[src/rtl/el2_pkg.sv]
// ---------------------------------------------------------------------------
// el2_pkg
// Shared types and constants for the EXU finite-field multiplier sequencer.
//   el2_ffmul_state_t : sequencer FSM states
//   FFMUL_WIDTH       : ffmul operand/result width in bits
//   FFMUL_NWORDS      : number of 32-bit result words readable by the core
// ---------------------------------------------------------------------------
package el2_pkg;

    localparam int FFMUL_WIDTH  = 409;
    localparam int FFMUL_NWORDS = 13;

    typedef enum logic [1:0] {
        FFS_IDLE,
        FFS_RUN,
        FFS_CAPTURE,
        FFS_DONE
    } el2_ffmul_state_t;

endpackage

[src/rtl/el2_ffmul_rdmux.sv]
// ---------------------------------------------------------------------------
// el2_ffmul_rdmux
// Registered 32-bit word select from the WIDTH-bit ffmul result buffer.
//   clk, rst     : clock, synchronous active-high reset
//   result_buf   : captured ffmul result (WIDTH bits)
//   result_ok    : buffer holds a valid result; otherwise reads return 0
//   rd_req_i     : read request; rd_valid_o follows one cycle later
//   rd_idx_i     : 32-bit word index; indices >= NWORDS read as 0
//   rd_data_o    : read data, held between requests
//   rd_valid_o   : read data valid
// The top word is zero-extended when WIDTH is not a multiple of 32.
// ---------------------------------------------------------------------------
module el2_ffmul_rdmux
    import el2_pkg::*;
#(
    parameter int WIDTH = FFMUL_WIDTH
) (
    input  logic             clk,
    input  logic             rst,
    input  logic [WIDTH-1:0] result_buf,
    input  logic             result_ok,
    input  logic             rd_req_i,
    input  logic [3:0]       rd_idx_i,
    output logic [31:0]      rd_data_o,
    output logic             rd_valid_o
);

    localparam int NWORDS = (WIDTH + 31) / 32;
    localparam int NSEL   = 16;   // every value of the 4-bit index

    logic [NWORDS*32-1:0] padded;
    logic [31:0]          words [NSEL];
    logic [31:0]          rd_data_reg;
    logic                 rd_valid_reg;

    // Zero-pad the buffer up to a whole number of words.
    always_comb begin
        padded             = '0;
        padded[WIDTH-1:0]  = result_buf;
    end

    // Indices past the last word decode to a constant zero word.
    genvar gi;
    generate
        for (gi = 0; gi < NSEL; gi++) begin : g_word
            if (gi < NWORDS) begin : g_in
                assign words[gi] = padded[gi*32 +: 32];
            end else begin : g_out
                assign words[gi] = '0;
            end
        end
    endgenerate

    always_ff @(posedge clk) begin
        if (rst) begin
            rd_data_reg  <= '0;
            rd_valid_reg <= 1'b0;
        end else begin
            rd_valid_reg <= rd_req_i;
            if (rd_req_i) begin
                rd_data_reg <= result_ok ? words[rd_idx_i] : 32'd0;
            end
        end
    end

    assign rd_data_o  = rd_data_reg;
    assign rd_valid_o = rd_valid_reg;

endmodule

[src/rtl/el2_exu_ffmul_seq.sv]
// ---------------------------------------------------------------------------
// el2_exu_ffmul_seq
// Sequencer for the finite-field multiplier in the EXU custom-instruction
// path. Arms ffmul once both operands are loaded, holds its enable through
// the run, captures the result and serves it back as 32-bit words.
//   clk, rst              : clock, synchronous active-high reset
//   load_a/b_start_i      : first operand beat written (invalidates operand)
//   load_a/b_end_i        : last operand beat written (operand valid)
//   mul_enable_o          : ffmul enable level, high in RUN
//   mul_finish_i          : ffmul completion pulse
//   mul_result_i          : ffmul result, valid with mul_finish_i
//   rd_req_i / rd_idx_i   : result word read request / index
//   rd_data_o / rd_valid_o: read data, valid one cycle after the request
//   busy_o / done_o / err_o : run status, result valid, sticky timeout
// Build option: define EL2_FFMUL_TIMEOUT_EN to enable the RUN cycle counter
// and timeout error; without it err_o is 0 and RUN waits indefinitely.
// ---------------------------------------------------------------------------
module el2_exu_ffmul_seq
    import el2_pkg::*;
#(
    parameter int WIDTH   = FFMUL_WIDTH,
    parameter int TIMEOUT = 1024
) (
    input  logic             clk,
    input  logic             rst,
    input  logic             load_a_start_i,
    input  logic             load_a_end_i,
    input  logic             load_b_start_i,
    input  logic             load_b_end_i,
    output logic             mul_enable_o,
    input  logic             mul_finish_i,
    input  logic [WIDTH-1:0] mul_result_i,
    input  logic             rd_req_i,
    input  logic [3:0]       rd_idx_i,
    output logic [31:0]      rd_data_o,
    output logic             rd_valid_o,
    output logic             busy_o,
    output logic             done_o,
    output logic             err_o
);

    if (TIMEOUT < 16 || TIMEOUT > 65535) begin : g_bad_timeout
        $error("el2_exu_ffmul_seq: TIMEOUT out of range 16..65535");
    end

    el2_ffmul_state_t state_reg, state_next;
    logic             a_vld_reg, a_vld_next;
    logic             b_vld_reg, b_vld_next;
    logic [WIDTH-1:0] result_reg;
    logic             buf_load;
    logic             abort;
    logic             arm;

    assign abort = load_a_start_i | load_b_start_i;
    // A start pulse in the arming cycle means an operand is being rewritten,
    // so the run is held off until it is complete again.
    assign arm   = (state_reg == FFS_IDLE) & a_vld_reg & b_vld_reg & ~abort;

`ifdef EL2_FFMUL_TIMEOUT_EN
    localparam logic [15:0] CNT_LAST = 16'(TIMEOUT - 1);
    localparam logic [15:0] CNT_SAT  = 16'(TIMEOUT);
    logic [15:0] cnt_reg, cnt_next;
    logic        err_reg, err_next;
`endif

    always_ff @(posedge clk) begin
        if (rst) begin
            state_reg  <= FFS_IDLE;
            a_vld_reg  <= 1'b0;
            b_vld_reg  <= 1'b0;
            result_reg <= '0;
`ifdef EL2_FFMUL_TIMEOUT_EN
            cnt_reg    <= '0;
            err_reg    <= 1'b0;
`endif
        end else begin
            state_reg  <= state_next;
            a_vld_reg  <= a_vld_next;
            b_vld_reg  <= b_vld_next;
            if (buf_load) begin
                result_reg <= mul_result_i;
            end
`ifdef EL2_FFMUL_TIMEOUT_EN
            cnt_reg    <= cnt_next;
            err_reg    <= err_next;
`endif
        end
    end

    always_comb begin
        state_next = state_reg;
        buf_load   = 1'b0;
`ifdef EL2_FFMUL_TIMEOUT_EN
        cnt_next   = cnt_reg;
        err_next   = err_reg;
`endif

        // Start clears, end sets; a started run consumes both flags so the
        // next run needs a fresh pair of end pulses.
        a_vld_next = load_a_start_i ? 1'b0 : load_a_end_i ? 1'b1 : arm ? 1'b0 : a_vld_reg;
        b_vld_next = load_b_start_i ? 1'b0 : load_b_end_i ? 1'b1 : arm ? 1'b0 : b_vld_reg;

        case (state_reg)
            FFS_IDLE: begin
                if (arm) begin
                    state_next = FFS_RUN;
`ifdef EL2_FFMUL_TIMEOUT_EN
                    cnt_next   = '0;
`endif
                end
            end
            FFS_RUN: begin
`ifdef EL2_FFMUL_TIMEOUT_EN
                cnt_next = (cnt_reg == CNT_SAT) ? cnt_reg : cnt_reg + 16'd1;
`endif
                if (abort) begin
                    state_next = FFS_IDLE;
                end else if (mul_finish_i) begin
                    state_next = FFS_CAPTURE;
                    buf_load   = 1'b1;
`ifdef EL2_FFMUL_TIMEOUT_EN
                    err_next   = 1'b0;
`endif
                end
`ifdef EL2_FFMUL_TIMEOUT_EN
                else if (cnt_reg == CNT_LAST) begin
                    state_next = FFS_IDLE;
                    err_next   = 1'b1;
                end
`endif
            end
            FFS_CAPTURE: begin
                state_next = FFS_DONE;
            end
            FFS_DONE: begin
                if (abort) begin
                    state_next = FFS_IDLE;
                end
            end
            default: begin
                state_next = FFS_IDLE;
            end
        endcase
    end

    assign mul_enable_o = (state_reg == FFS_RUN);
    assign busy_o       = (state_reg == FFS_RUN) | (state_reg == FFS_CAPTURE);
    assign done_o       = (state_reg == FFS_DONE);
`ifdef EL2_FFMUL_TIMEOUT_EN
    assign err_o        = err_reg;
`else
    assign err_o        = 1'b0;
`endif

    el2_ffmul_rdmux #(
        .WIDTH (WIDTH)
    ) u_rdmux (
        .clk        (clk),
        .rst        (rst),
        .result_buf (result_reg),
        .result_ok  (done_o),
        .rd_req_i   (rd_req_i),
        .rd_idx_i   (rd_idx_i),
        .rd_data_o  (rd_data_o),
        .rd_valid_o (rd_valid_o)
    );

endmodule

[config.mk]
export PLATFORM = sky130hd
export DESIGN_NAME = el2_exu_ffmul_seq
export DESIGN_NICKNAME = d
export VERILOG_FILES = /design/src/rtl/el2_pkg.sv /design/src/rtl/el2_ffmul_rdmux.sv /design/src/rtl/el2_exu_ffmul_seq.sv
export SDC_FILE = /design/constraint.sdc
export NUM_CORES = 1
export LEC_CHECK = 0
export ABC_AREA = 1
export CAP_MARGIN = 30
export CORE_UTILIZATION = 30
export DETAILED_ROUTE_END_ITERATION = 12
export DONT_BUFFER_PORTS = 1
export GPL_TIMING_DRIVEN = 0
export SYNTH_ARGS = -nofsm -noshare
export SYNTH_HDL_FRONTEND = slang
export SYNTH_HIERARCHICAL = 1
export SYNTH_SLANG_ARGS = --single-unit
[constraint.sdc]
create_clock -name clk -period 3 [get_ports clk]
set_input_delay 0.75 -clock clk [delete_from_list [all_inputs] [get_ports clk]]
set_output_delay 0.75 -clock clk [all_outputs]
set_load 0.02 [all_outputs]
==> results of run 1 <==
==> layout make-up <==
class                           instances  area (um^2)
Clock inverter                         29          415
Sequential cell                       446         8930
Multi-Input combinational cell       1767         8220
Clock buffer                           66         1460
Tap cell                              882         1100
Antenna cell                           14         35.0
Inverter                              642         2420
Buffer                                226         1160
Fill cell                            7568        44700
==> metal layers <==
layer | vias up | track usage [%] | routed length (um)
met2 | 703 | 39.9 | 40300
li1 | 9797 | - | -
met3 | 166 | 6.22 | 7040
met1 | 9081 | 29.6 | 36000
met5 | - | 0 | 203
met4 | 34 | 10.2 | 3710
==> power by group through the flow <==
stage	sequential (uW)	combinational (uW)	clock [uW]
6_report	6340	1620	6970
5_1_grt	6360	1800	7330
3_5_place_dp	6460	1610	0
2_1_floorplan	6420	1050	0
3_3_place_gp	6460	1600	0
4_1_cts	6330	1620	7070
==> cell usage after synthesis <==
library cell  count
buf_2            62
nor2_1           55
nand3_4           1
buf_4            15
o21bai_1          1
nand2_2           1
ha_1              5
o211ai_1         15
nand2_1         538
a21oi_1         444
buf_1             8
inv_1           637
buf_6            24
dfxtp_1         446
inv_2             1
nor3_4            1
clkbuf_1        117
inv_4             1
nand3_1         239
inv_6             1
clkinv_1          1
o21ai_0         449
nand4_1           2
nor3_1            2
o21ai_1          11
clkinv_2          1
nor2_4            2
conb_1            1
==> stage by stage <==
| step | std cells | worst slack, ps | utilization, % | total power (uW) |
|---|---|---|---|---|
| 2_1_floorplan | 3081 | 1200 | - | 7470 |
| 3_3_place_gp | 3963 | 240 | 31.9 | 8060 |
| 3_5_place_dp | 3963 | 214 | 31.9 | 8070 |
| 4_1_cts | 4058 | 535 | 34.6 | 15000 |
| 5_1_grt | 4062 | 434 | 34.6 | 15500 |
| 6_report | 4072 | 623 | 34.7 | 14900 |
==> worst paths after layout <==
path,end,slack [ps],cells after the start
hold reg to reg,result_reg[366],440,2
setup / recovery,result_reg[127],620,6
hold / removal,a_vld_reg,210,1
setup reg to reg,result_reg[127],620,6
==> kinds of logic (layout without fill, tap and decap cells) <==
kind of cell               count (synthesis)  count (layout)  share of synthesized area, %
DFF                                      446             446                          43.1
adders and majority gates                  5               5                         0.302
and+or+nand+nor                          841             841                          16.9
buffers and inverters                    868             963                          17.3
AOI/OAI and AO/OA                        920             920                          22.4
other                                      1              15                        0.0181
==> critical path: cells and delay by family (launching register included) <==
family                     cells  cell delay [ps]
adders and majority gates      1              410
DFF                            1              430
buffers and inverters          2              560
AOI/OAI and AO/OA              2              510
and+or+nand+nor                1              320
==> qor_table.md, run 1 <==
| Item | Reported | Unit |
| --- | --- | --- |
| Final setup skew | 27.8 | ps |
| Clock slew at the register clock pins of the worst setup and hold paths | 70 | ps |
| TritonCTS buffer count | 51 | - |
| Clock Sink Count | 446 | - |
| Worst-margin pin slew | 842 | ps |
| Number of DRC markers in iteration 0 | 1,638 | - |
| Worst rel slew slack | 43.9 | % |
| CP startpoint kind | flip-flop | - |
| Most common cell after layout, fill and taps aside | inv_1 | - |
| Post-route DRC | 0 | - |
| Final Wtd Congestion | 0.991 | - |
| Part of the total power dissipated in the clock network | 46.7 | % |
| Final setup violation count | 0 | - |
| Sequence of cells on the critical path | ha_1 -> nand3_4 -> buf_4 -> clkbuf_1 -> o21ai_0 -> a21oi_1 | - |
| Synth Register Bits | 446 | - |
| GRT Total Usage | 24.1 | % |
| Clock Tree Root | clkbuf_16 | - |
| Slowest cell on the critical path | dfxtp_1 | - |
| Core Rows | 96 | - |
| Ratio of cells with drive above 1 in the final layout | 6.36 | % |
| Gate Count Post-Synth | 3,081 | - |
| Hold Slack | 208 | ps |
| Final critical-path required period | 2380 | ps |
| LEAKAGE | 0.00865 | uW |
| Final wirelength | 87,200 | um |
| Pwr Density | 629 | nW/um^2 |
| Run status | complete, no violations | - |
| Maximum fanout count along the critical path | 10 | - |
| Setup crit start | state_reg[0] | - |
| Largest voltage drop on the vdd net | 491 | uV |
| Largest incremental delay on the critical path | 430 | ps |
| Layout net count | 3,560 | - |
| Routed Antenna Nets | 0 | - |
| Clock Tree Buf Depth | 3 | - |
| Hold-fix buffers, CTS | 0 | - |
| Placed instance area | 21,800 | um^2 |
| Cell-internal power | 10,900 | uW |
| Detailed Routing Iterations Pass 1 | 7 | - |
| Total Negative Setup Slacks | 0 | ps |
| Number of antenna violations at the first check in global routing | 25 | - |
| Floorplan die area | 70,100 | um^2 |
| WS Path Type | reg2reg | - |
| Library cell with the largest summed area after synthesis | dfxtp_1 | - |
| Placed wire-length estimate | 69,900 | um |
| Number of hold violations in the final report | 0 | - |
| Share of the yosys chip area belonging to registers | 43.1 | % |
| Max-cap violations | 0 | - |
| Setup repair after global routing missed its margin | false | - |
| Most area-consuming cells after synthesis | dfxtp_1 (43%), inv_1 (12%), o21ai_0 (11%) | - |
| Via/cell ratio | 4.86 | - |
| Number of nets produced by synthesis | 3,507 | - |
| Via count of the first global-routing pass | 18,300 | - |
| Synth unique cells | 28 | - |
| CTS tree | built | - |
| Top-area cell type share of the netlist area | 43.1 | % |
| Switching Power | 4030 | uW |
| Beginning of the worst hold path | rst | - |
| Flip-flop count of the largest register, all copies and words added | 409 | - |
| Total global routing overflow | 0 | - |
| Final Cycle Share | 79.2 | % |
| Routed wire per std cell | 21.4 | um |
| Die height | 265 | um |
| Launching point of the worst reg2reg path | state_reg[0] | - |
| Min-Delay Path Class | in2reg | - |
| Starting Density | 30.3 | % |
| Horizontal die dimension | 265 | um |
| Synth-to-layout area growth | 14.6 | % |
| Data arrival time of the critical path | 2840 | ps |
| Sequential fraction of design power | 42.4 | % |
| Total vias in the final route | 19,800 | - |
| Portion of total power attributed to combinational logic | 10.9 | % |
| Required arrival time at the worst endpoint | 3460 | ps |
| Global-route wire length before repair | 123,000 | um |
| Maximum clock frequency | 421 | MHz |
| Skew-Pair Late Insertion Delay | 610 | ps |
| Core area | 68,500 | um^2 |
| I/O pin cnt | 458 | - |
| Post-synthesis instance area | 20,700 | um^2 |
| Number of buffers inserted by post-CTS setup repair | 0 | - |
| Pin count of the biggest net entering global routing | 15 | - |
| Gates resized, CTS repair | 0 | - |
| Syn Area/Cell | 6.73 | um^2 |
| Max-slew violations | 0 | - |
| Final design instance area without fill | 23,700 | um^2 |
| Quantity of I/O buffers inserted on ports | 0 | - |
| H-tree depth | 2 | - |
| Most frequent cells in the layout | inv_1 (637), nand2_1 (538), o21ai_0 (449) | - |
| Kind of end point of the critical path | flip-flop | - |
| Synth warn | 6 | - |
| Switching power as a share of total power | 27.0 | % |
(Power assumes the default switching activity.)
==> inputs of run 2 (changes only) <==
==> constraint.sdc (replaced) <==
create_clock -name clk -period 2.06 [get_ports clk]
set_input_delay 0.515 -clock clk [delete_from_list [all_inputs] [get_ports clk]]
set_output_delay 0.515 -clock clk [all_outputs]
set_load 0.02 [all_outputs]
==> qor_table.md, run 2 (same netlist as run 1, synthesis figures left out) <==
| Item | Reported | Unit | Change |
| --- | --- | --- | --- |
| Run status | complete, no violations | - | unchanged |
| Routed wire per std cell | 21.4 | um | about the same |
| Pwr Density | 913 | nW/um^2 | was 629 nW/um^2 |
| Skew-Pair Late Insertion Delay | 610 | ps | about the same |
| Flip-flop count of the largest register, all copies and words added | 409 | - | unchanged |
| Starting Density | 30.3 | % | unchanged |
| Post-route DRC | 0 | - | unchanged |
| Buffers plus inverters on the worst setup path | 3 | - | was 2 |
| Slowest cell on the critical path | clkbuf_1 | - | was dfxtp_1 |
| Clock Tree Buf Depth | 3 | - | unchanged |
| Beginning of the worst hold path | load_b_end_i | - | was rst |
| Final Cycle Share | 97.3 | % |  |
| Final setup skew | 26.4 | ps | was 27.8 ps |
| Clock slew at the register clock pins of the worst setup and hold paths | 70 | ps | about the same |
| LEAKAGE | 0.00878 | uW | was 0.00865 uW |
| CP dominant cell by count | nand2_1 | - |  |
| Final setup violation count | 0 | - | unchanged |
| CTS tree | built | - | unchanged |
| Number of hold violations in the final report | 0 | - | unchanged |
| Via count of the first global-routing pass | 18,400 | - | was 18,300 |
| Finished Core Util | 34.9 | % | was 34.7% |
| Final Wtd Congestion | 0.991 | - | unchanged |
| Final Total Pwr | 21,800 | uW | was 14,900 uW |
| Maximum fanout count along the critical path | 10 | - | unchanged |
| Routed Antenna Nets | 0 | - | unchanged |
| H-tree depth | 2 | - | unchanged |
| Layout net count | 3,565 | - | was 3,560 |
| Ratio of cells with drive above 1 in the final layout | 7.70 | % | was 6.36% |
| Core Rows | 96 | - | unchanged |
| Endpoint, Worst Hold | b_vld_reg | - | was a_vld_reg |
| Max-cap violations | 0 | - | unchanged |
| Min-Delay Path Class | in2reg | - | unchanged |
| Max-slew violations | 0 | - | unchanged |
| Kind of end point of the critical path | flip-flop | - | unchanged |
| Number of instances on the worst hold path | 2 | - | was 1 |
| GRT Total Usage | 24.2 | % | was 24.1% |
| Die height | 265 | um | unchanged |
| Total global routing overflow | 0 | - | unchanged |
| Worst rel slew slack | 42.3 | % | was 43.9% |
| Pin count of the biggest net entering global routing | 15 | - | unchanged |
| Via/cell ratio | 4.84 | - | was 4.86 |
| Floorplan die area | 70,100 | um^2 | unchanged |
| TritonCTS buffer count | 51 | - | unchanged |
| Data arrival time of the critical path | 2540 | ps | was 2840 ps |
| Family of cells with the greatest summed delay on the critical path | buffers and inverters | - | unchanged |
| Post-Place Cells | 3,963 | - | unchanged |
| Maximum clock frequency | 499 | MHz |  |
| Final wirelength | 87,400 | um | was 87,200 um |
| Clock Sink Count | 446 | - | unchanged |
| Largest voltage drop on the vdd net | 714 | uV | was 491 uV |
| Quantity of I/O buffers inserted on ports | 0 | - | unchanged |
| CP startpoint kind | input pin | - | was flip-flop |
| Worst-margin pin slew | 866 | ps | was 842 ps |
| Detailed Routing Iterations Pass 1 | 5 | - | was 7 |
| Clock Tree Root | clkbuf_16 | - | unchanged |
| Required arrival time at the worst endpoint | 2600 | ps | was 3460 ps |
| Largest incremental delay on the critical path | 640 | ps | was 430 ps |
| Total vias in the final route | 19,700 | - | was 19,800 |
| Reg2Reg Capture Point | result_reg[96] | - | was result_reg[127] |
| Global-route wire length before repair | 123,000 | um | about the same |
| Final critical-path required period | 2000 | ps |  |
| Synth-to-layout area growth | 15.3 | % | was 14.6% |
| Final std cells w/o fill | 4,078 | - | was 4,072 |
| Number of cells traversed by the worst register-to-register path | 8 | - | was 6 |
| Placed wire-length estimate | 69,900 | um | unchanged |
| Most frequent cells in the layout | inv_1 (637), nand2_1 (538), dfxtp_1 (445) | - | was inv_1 (637), nand2_1 (538), o21ai_0 (449) |
| WS Path Type | in2reg | - | was reg2reg |
| Sequence of cells on the critical path | buf_6 -> clkinv_2 -> clkbuf_1 -> o211ai_1 -> nand3_1 -> nand2_1 -> nand2_1 -> nand2_1 -> a21oi_1 | - | was ha_1 -> nand3_4 -> buf_4 -> clkbuf_1 -> o21ai_0 -> a21oi_1 |
| Horizontal die dimension | 265 | um | unchanged |
| R2R Setup Slk | 60 | ps | was 620 ps |
| Most common cell after layout, fill and taps aside | inv_1 | - | unchanged |
| Number of antenna violations at the first check in global routing | 27 | - | was 25 |
| Core area | 68,500 | um^2 | unchanged |
| I/O pin cnt | 458 | - | unchanged |
| Number of DRC markers in iteration 0 | 1,680 | - | was 1,638 |
run 2: cell type report:
cell class	instances	area (um^2)
well taps	882	1100
plain buffers	226	1210
clock buffers	66	1460
multi-input cells	1767	8250
diodes	15	37.5
inverters	642	2420
flip-flops and latches	446	8930
repair buffers	5	57.6
fillers	7551	44600
clock inverters	29	415
run 2: stage by stage:
stage / worst slack, ps / hold slack [ps] / instance area [um^2] / TNS (ps)
floorplan: 499 / 420 / 20700 / 0
global placement: -465 / 429 / 21800 / -55630
detailed placement: -491 / 433 / 21800 / -61880
CTS: 1.07 / 60.6 / 23800 / 0
global route: -7.51 / 87.5 / 23900 / -9.04
finish: 55.1 / 87.4 / 23900 / 0
run 2: how the worst max path moves through the flow:
stage / from / cells after the start / slack (ps) / to
6_report: rd_idx_i[1] / 9 / 60 / u_rdmux/rd_data_o[16]
5_1_grt: flip-flop / 8 / -8 / result_reg[58]
4_1_cts: flip-flop / 8 / 1 / result_reg[176]
3_5_place_dp: rd_idx_i[1] / 9 / -490 / u_rdmux/rd_data_o[16]
3_3_place_gp: rd_idx_i[1] / 9 / -470 / u_rdmux/rd_data_o[16]
2_1_floorplan: rd_idx_i[2] / 9 / 500 / u_rdmux/rd_data_o[10]
run 2: what timing repair did:
action	CTS	global route
gates resized for setup	33	71
hold buffers	3	0
pin swaps	1	0
gates cloned	0	0
endpoints found under the setup margin	366	256
hold endpoints to repair	2	0
buffers inserted	2	0
run 2: power by group:
group	internal, uW	switching [uW]
sequential	9010	219
clock	6170	3980
combinational	730	1690
total	15900	5890
run 2: metal layers:
metal | up-vias | track usage [%] | routed length [um]
met3 | 192 | 6.24 | 6680
met2 | 687 | 39.6 | 39900
met5 | - | 0 | 220
li1 | 9805 | - | -
met1 | 9006 | 29.6 | 36500
met4 | 36 | 10.8 | 4130
